**src/rtl/level_tracker_pkg.sv**
```systemverilog
// rtl/level_tracker_pkg.sv - shared game constants and FSM encoding for the level tracker
package level_tracker_pkg;

    typedef enum logic [1:0] {
        PLAY      = 2'd0,
        CELEBRATE = 2'd1,
        OVER      = 2'd2
    } state_t;

    // The segment decoder renders this code as an unlit digit
    localparam logic [3:0] BLANK_DIGIT = 4'hF;

    localparam int CLK_HZ = 25_000_000;

endpackage

```
**src/rtl/level_tracker_bcd_counter_2d.sv**
```systemverilog
// rtl/level_tracker_bcd_counter_2d.sv - two-digit BCD level counter with load and saturation
module bcd_counter_2d #(
    parameter int START_LEVEL = 1,
    parameter int MAX_LEVEL   = 99
) (
    input  logic       clk,
    input  logic       rst,
    input  logic       inc,
    input  logic       load,
    output logic [3:0] ones,
    output logic [3:0] tens,
    output logic [3:0] nxt_ones,
    output logic [3:0] nxt_tens,
    output logic [6:0] bin,
    output logic       at_max
);

    localparam logic [3:0] START_ONES = 4'(START_LEVEL % 10);
    localparam logic [3:0] START_TENS = 4'(START_LEVEL / 10);
    localparam logic [3:0] MAX_ONES   = 4'(MAX_LEVEL % 10);
    localparam logic [3:0] MAX_TENS   = 4'(MAX_LEVEL / 10);
    localparam logic [6:0] START_BIN  = 7'(START_LEVEL);
    localparam logic       START_MAX  = (START_LEVEL == MAX_LEVEL);

    logic nxt_at_max;

    // Next digits: load wins, increments saturate at MAX_LEVEL and never push tens past 9.
    // Exposed so the parent can register its display mux from the same next value.
    always_comb begin
        nxt_ones = ones;
        nxt_tens = tens;
        if (load) begin
            nxt_ones = START_ONES;
            nxt_tens = START_TENS;
        end else if (inc && !at_max && !(tens == 4'd9 && ones == 4'd9)) begin
            if (ones == 4'd9) begin
                nxt_ones = 4'd0;
                nxt_tens = tens + 4'd1;
            end else begin
                nxt_ones = ones + 4'd1;
            end
        end
        nxt_at_max = (nxt_ones == MAX_ONES) && (nxt_tens == MAX_TENS);
    end

    // Digits, binary copy and max flag are all registered together so they never disagree
    always_ff @(posedge clk or posedge rst) begin
        if (rst) begin
            ones   <= START_ONES;
            tens   <= START_TENS;
            bin    <= START_BIN;
            at_max <= START_MAX;
        end else begin
            ones   <= nxt_ones;
            tens   <= nxt_tens;
            bin    <= ({3'd0, nxt_tens} * 7'd10) + {3'd0, nxt_ones};
            at_max <= nxt_at_max;
        end
    end

endmodule

```
**src/rtl/level_tracker.sv**
```systemverilog
// rtl/level_tracker.sv - level FSM, blink timer and blanking mux driving two digit decoders
module level_tracker
    import level_tracker_pkg::*;
#(
    parameter int START_LEVEL       = 1,
    parameter int MAX_LEVEL         = 99,
    parameter int BLINK_HALF_CYCLES = 6_250_000,
    parameter int BLINK_COUNT       = 3,
    parameter bit BLANK_LEADING     = 1'b1
) (
    input  logic       i_Clk,
    input  logic       i_Rst,
    input  logic       i_Level_Up,
    input  logic       i_Game_Over,
    input  logic       i_Restart,
    output logic [3:0] o_Level_Ones,
    output logic [3:0] o_Level_Tens,
    output logic [6:0] o_Level_Bin,
    output logic       o_Max_Reached,
    output logic       o_Busy
);

    localparam int PW = (BLINK_HALF_CYCLES > 1) ? $clog2(BLINK_HALF_CYCLES) : 1;
    localparam int CW = (BLINK_COUNT > 1) ? $clog2(BLINK_COUNT + 1) : 1;
    localparam logic [PW-1:0] PCNT_LAST = PW'(BLINK_HALF_CYCLES - 1);
    localparam logic [CW-1:0] PAIR_LAST = CW'(BLINK_COUNT - 1);

    localparam logic [3:0] RST_ONES = 4'(START_LEVEL % 10);
    localparam logic [3:0] RST_TENS = (BLANK_LEADING && (START_LEVEL / 10) == 0)
                                      ? BLANK_DIGIT : 4'(START_LEVEL / 10);

    state_t        state, state_n;
    logic          phase_on, phase_on_n;
    logic [PW-1:0] pcnt, pcnt_n;
    logic [CW-1:0] pair, pair_n;
    logic          inc, load;
    logic          at_max;
    logic [3:0]    cur_ones, cur_tens, nxt_ones, nxt_tens;
    logic          blank_all;
    logic [3:0]    disp_ones, disp_tens;

    bcd_counter_2d #(
        .START_LEVEL(START_LEVEL),
        .MAX_LEVEL  (MAX_LEVEL)
    ) u_counter (
        .clk     (i_Clk),
        .rst     (i_Rst),
        .inc     (inc),
        .load    (load),
        .ones    (cur_ones),
        .tens    (cur_tens),
        .nxt_ones(nxt_ones),
        .nxt_tens(nxt_tens),
        .bin     (o_Level_Bin),
        .at_max  (at_max)
    );

    // Next-state and blink timing; restart beats game-over beats level-up
    always_comb begin
        state_n    = state;
        phase_on_n = phase_on;
        pcnt_n     = pcnt;
        pair_n     = pair;
        inc        = 1'b0;
        load       = 1'b0;
        if (i_Restart) begin
            load       = 1'b1;
            state_n    = PLAY;
            phase_on_n = 1'b0;
            pcnt_n     = '0;
            pair_n     = '0;
        end else if (i_Game_Over) begin
            state_n    = OVER;
            phase_on_n = 1'b0;
            pcnt_n     = '0;
            pair_n     = '0;
        end else begin
            case (state)
                PLAY: begin
                    if (i_Level_Up && !at_max) begin
                        inc        = 1'b1;
                        state_n    = CELEBRATE;
                        phase_on_n = 1'b0;
                        pcnt_n     = '0;
                        pair_n     = '0;
                    end
                end
                CELEBRATE: begin
                    if (i_Level_Up && !at_max) begin
                        inc        = 1'b1;
                        phase_on_n = 1'b0;
                        pcnt_n     = '0;
                        pair_n     = '0;
                    end else if (pcnt == PCNT_LAST) begin
                        pcnt_n = '0;
                        if (!phase_on) begin
                            phase_on_n = 1'b1;
                        end else if (pair == PAIR_LAST) begin
                            state_n    = PLAY;
                            phase_on_n = 1'b0;
                            pair_n     = '0;
                        end else begin
                            phase_on_n = 1'b0;
                            pair_n     = pair + 1'b1;
                        end
                    end else begin
                        pcnt_n = pcnt + 1'b1;
                    end
                end
                OVER: begin
                    if (pcnt == PCNT_LAST) begin
                        pcnt_n     = '0;
                        phase_on_n = !phase_on;
                    end else begin
                        pcnt_n = pcnt + 1'b1;
                    end
                end
                default: begin
                    state_n = PLAY;
                    pcnt_n  = '0;
                    pair_n  = '0;
                end
            endcase
        end
    end

    // Display mux computed from next values so digits move one clock after the pulse
    always_comb begin
        blank_all = (state_n != PLAY) && !phase_on_n;
        disp_ones = blank_all ? BLANK_DIGIT : nxt_ones;
        if (blank_all || (BLANK_LEADING && nxt_tens == 4'd0)) begin
            disp_tens = BLANK_DIGIT;
        end else begin
            disp_tens = nxt_tens;
        end
    end

    // FSM, blink counters and registered display outputs
    always_ff @(posedge i_Clk or posedge i_Rst) begin
        if (i_Rst) begin
            state        <= PLAY;
            phase_on     <= 1'b0;
            pcnt         <= '0;
            pair         <= '0;
            o_Level_Ones <= RST_ONES;
            o_Level_Tens <= RST_TENS;
            o_Busy       <= 1'b0;
        end else begin
            state        <= state_n;
            phase_on     <= phase_on_n;
            pcnt         <= pcnt_n;
            pair         <= pair_n;
            o_Level_Ones <= disp_ones;
            o_Level_Tens <= disp_tens;
            o_Busy       <= (state_n == CELEBRATE);
        end
    end

    assign o_Max_Reached = at_max;

endmodule

```
**config.mk**
```make
export PLATFORM = sky130hd
export DESIGN_NAME = level_tracker
export DESIGN_NICKNAME = d
export VERILOG_FILES = /design/src/rtl/level_tracker_pkg.sv /design/src/rtl/level_tracker_bcd_counter_2d.sv /design/src/rtl/level_tracker.sv
export SDC_FILE = /design/constraint.sdc
export NUM_CORES = 1
export LEC_CHECK = 0
export ABC_AREA = 1
export CAP_MARGIN = 20
export CORE_ASPECT_RATIO = 0.9
export CORE_MARGIN = 3
export CORE_UTILIZATION = 57
export CTS_CLUSTER_DIAMETER = 30
export DETAILED_ROUTE_END_ITERATION = 6
export GPL_TIMING_DRIVEN = 0
export HOLD_SLACK_MARGIN = 0.08
export PLACE_DENSITY = 0.83
export SYNTH_ARGS = -nofsm -noshare
export SYNTH_HDL_FRONTEND = slang
export SYNTH_SLANG_ARGS = --single-unit
```
**constraint.sdc**
```tcl
create_clock -name i_Clk -period 4.15 [get_ports i_Clk]
set_input_delay 0.6225 -clock i_Clk [delete_from_list [all_inputs] [get_ports i_Clk]]
set_output_delay 0.6225 -clock i_Clk [all_outputs]
set_load 0.05 [all_outputs]
```
==> results_dict.tcl <==
set metrics [dict create \
    status "finished clean" \
    rows 24 \
    totalWireLength_um 5700 \
    irDropWorstVdd_uv 225 \
    tightest_slew_ns 0.514 \
    clkSinkCount 52 \
    initial_core_util_pct 60.6 \
    max-slew-margin-rel_pct 65.6 \
    grtUsageTotal_pct 20.8 \
    r2r_cells 16 \
    io_buffers 21 \
    synth_top_area_cell "dfrtp_1" \
    powerDensity_mw_per_mm2 272 \
    ys.flop_type "dfrtp_1" \
    htree_levels 2 \
    clk-insertion-delay-late_ns 0.31 \
    period_minus_slack_ns 3.72 \
    ys_types 44 \
    final_common_cell "nand2_1" \
    clk_pin_slew_ns 0.10 \
    drive_above_1_share_pct 15.8 \
    io_pins 22 \
    power_w 0.000927 \
    maxCapViolCount 0 \
    grt_max_degree 43 \
    dp_hpwl_um 4330 \
    setup_viol 0 \
    async_flop_share_pct 100 \
    fin_nets 401 \
    cts_tree "done" \
    finalHoldViolCount 0 \
    p_leak_nw 1.63 \
    synthesis.area_mm2 0.00300 \
    final.period_utilization_pct 89.7 \
    hold_depth 1 \
    synth.area.top_cells "dfrtp_1 (38%), nand2_1 (8.3%), inv_1 (6.4%)" \
    ctsHoldBuffers 0 \
    drc_errors 0 \
    grt_remaining_overflow 0 \
    antenna_left 0 \
    tns_ns 0 \
    cp.arrival_ns 3.96 \
    via_per_inst 5.29 \
    max_freq_mhz 269 \
    dr.pass1.iters 5 \
    ctsLongestPathBuffers 2 \
    rsz0062_at_grt "no" \
    coreArea_mm2 0.00495 \
    antenna_found_initial 0 \
    die_w_um 82.5 \
    cp_data_required_time_ns 4.39 \
    num_antenna_cells 0 \
    vias 2352 \
    startpoint_type "input pin" \
    synthCells 350 \
    die_y_um 74.8 \
    final_cell_mix "nand2_1 (66), inv_1 (50), dfrtp_1 (46)" \
    syn_area_per_cell_um2 8.58 \
    syn2layout_area_growth_pct 13.4 \
    die_area_mm2 0.00617 \
    post_cts_resized 0 \
    syn_nets 372 \
    maxSlewViolCount 0 \
    numCtsBuffers 5 \
    path_max_fanout 6 \
    grt_pass1_vias 2381 \
    post-route-util_pct 68.7 \
    synth_top_area_share_pct 38.3 \
    yosys_register_bits 52 \
    place_congestion 0.893 \
    grt_pass1_wl_um 10100 \
    crit_path_end_kind "register" \
    worstHoldPathType "register to register" \
    drtIter0Drc 138 \
    wl_per_cell_um 12.8 \
    synth-seq-area-share_pct 43.6 \
    fin_skew_ns 0.00679 \
    synth_edf_count 0 \
    cts-root-buf "clkbuf_8" \
    yosys_warnings 0 \
    r2r_setup_slack_ns 0.64 \
    post_cts_buffers 0 \
    worstSetupPathType "input pin to register" \
]
[path summary, 6_finish.rpt]
check	start	end
max in group asynchronous	i_Rst	u_counter.ones[0]
max	i_Restart	u_counter.bin[6]
min in group asynchronous	i_Rst	u_counter.bin[6]
min reg2reg	pcnt[0]	pcnt[0]
min	pcnt[0]	pcnt[0]
max reg2reg	state[1]	u_counter.bin[6]
[per-layer routing]
layer / vias up / GRT usage, % / part of all wire, %
met5: - / 0 / 0
met4: 0 / 5.44 / 1.2
met3: 11 / 3.71 / 2.7
met2: 36 / 37.9 / 50
met1: 1133 / 25.4 / 46
li1: 1172 / - / -
[cell type report]
type / count / area, um2
Fill cell: 408 / 1550
Multi-Input combinational cell: 234 / 1440
Sequential cell: 52 / 1310
Timing Repair Buffer: 22 / 230
Inverter: 61 / 229
Tap cell: 65 / 81.3
Clock buffer: 5 / 68.8
Clock inverter: 3 / 22.5
Buffer: 3 / 20.0
[metrics by stage]
stage	instances	worst slack (ns)	cell area, um2	hold slack [ns]
after global placement	436	0.262	3290	0.494
after floorplan	350	1.02	3000	0.475
final	445	0.428	3400	0.528
after detailed placement	437	0.106	3310	0.510
after global routing	445	0.251	3400	0.556
after CTS	445	0.427	3400	0.532
[registers in the layout, summed over array words and instances (netlist names)]
register	cells
o_Busy	1
o_Level_Ones	4
o_Level_Tens	4
pair	2
pcnt	23
phase_on	1
state	2
u_counter.at_max	1
u_counter.bin	6
u_counter.ones	4
u_counter.tens	4
[worst max-delay path: stages]
cell	delay, ns
clkdlybuf4s50_1	0.55
nor2_4	0.23
nand3_4	0.12
a21oi_4	0.22
nand2_2	0.13
clkinv_1	0.09
a31oi_1	0.09
nand2_1	0.21
inv_2	0.08
ha_1	0.28
ha_1	0.21
fa_1	0.53
nor3b_1	0.26
xor2_1	0.20
xnor2_1	0.14
[cells in the mapped netlist, types with 2 or more instances]
library cell,n
a211oi_1,2
a21oi_1,10
a31oi_1,3
buf_4,2
dfrtp_1,46
dfstp_2,6
fa_1,2
ha_1,15
inv_1,51
inv_2,9
nand2_1,66
nand2_2,4
nand3_1,21
nand3_2,4
nand4_1,3
nor2_1,35
nor2_2,6
nor2_4,3
nor2_8,2
nor3_1,5
nor3_2,3
nor3b_2,3
o21ai_0,13
o21ai_1,2
o31ai_1,2
or2_1,2
xnor2_1,2
xor2_1,12
[where the power goes]
group	leakage, nW	switching [W]	internal (W)
logic	0.881	0.0000738	0.0000331
clock network	0.0485	0.000180	0.000121
registers	0.698	0.00000425	0.000515
total	1.63	0.000258	0.000670
[cell families after synthesis]
family | synth area share, %
AO/OA/AOI/OAI | 8.63
buffers and inverters | 8.29
XOR/XNOR | 4.09
adder cells (fa/ha/maj) | 7.59
flip-flops | 43.6
AND/OR/NAND/NOR | 27.8
Note: power is estimated with default switching activity, not from simulation.
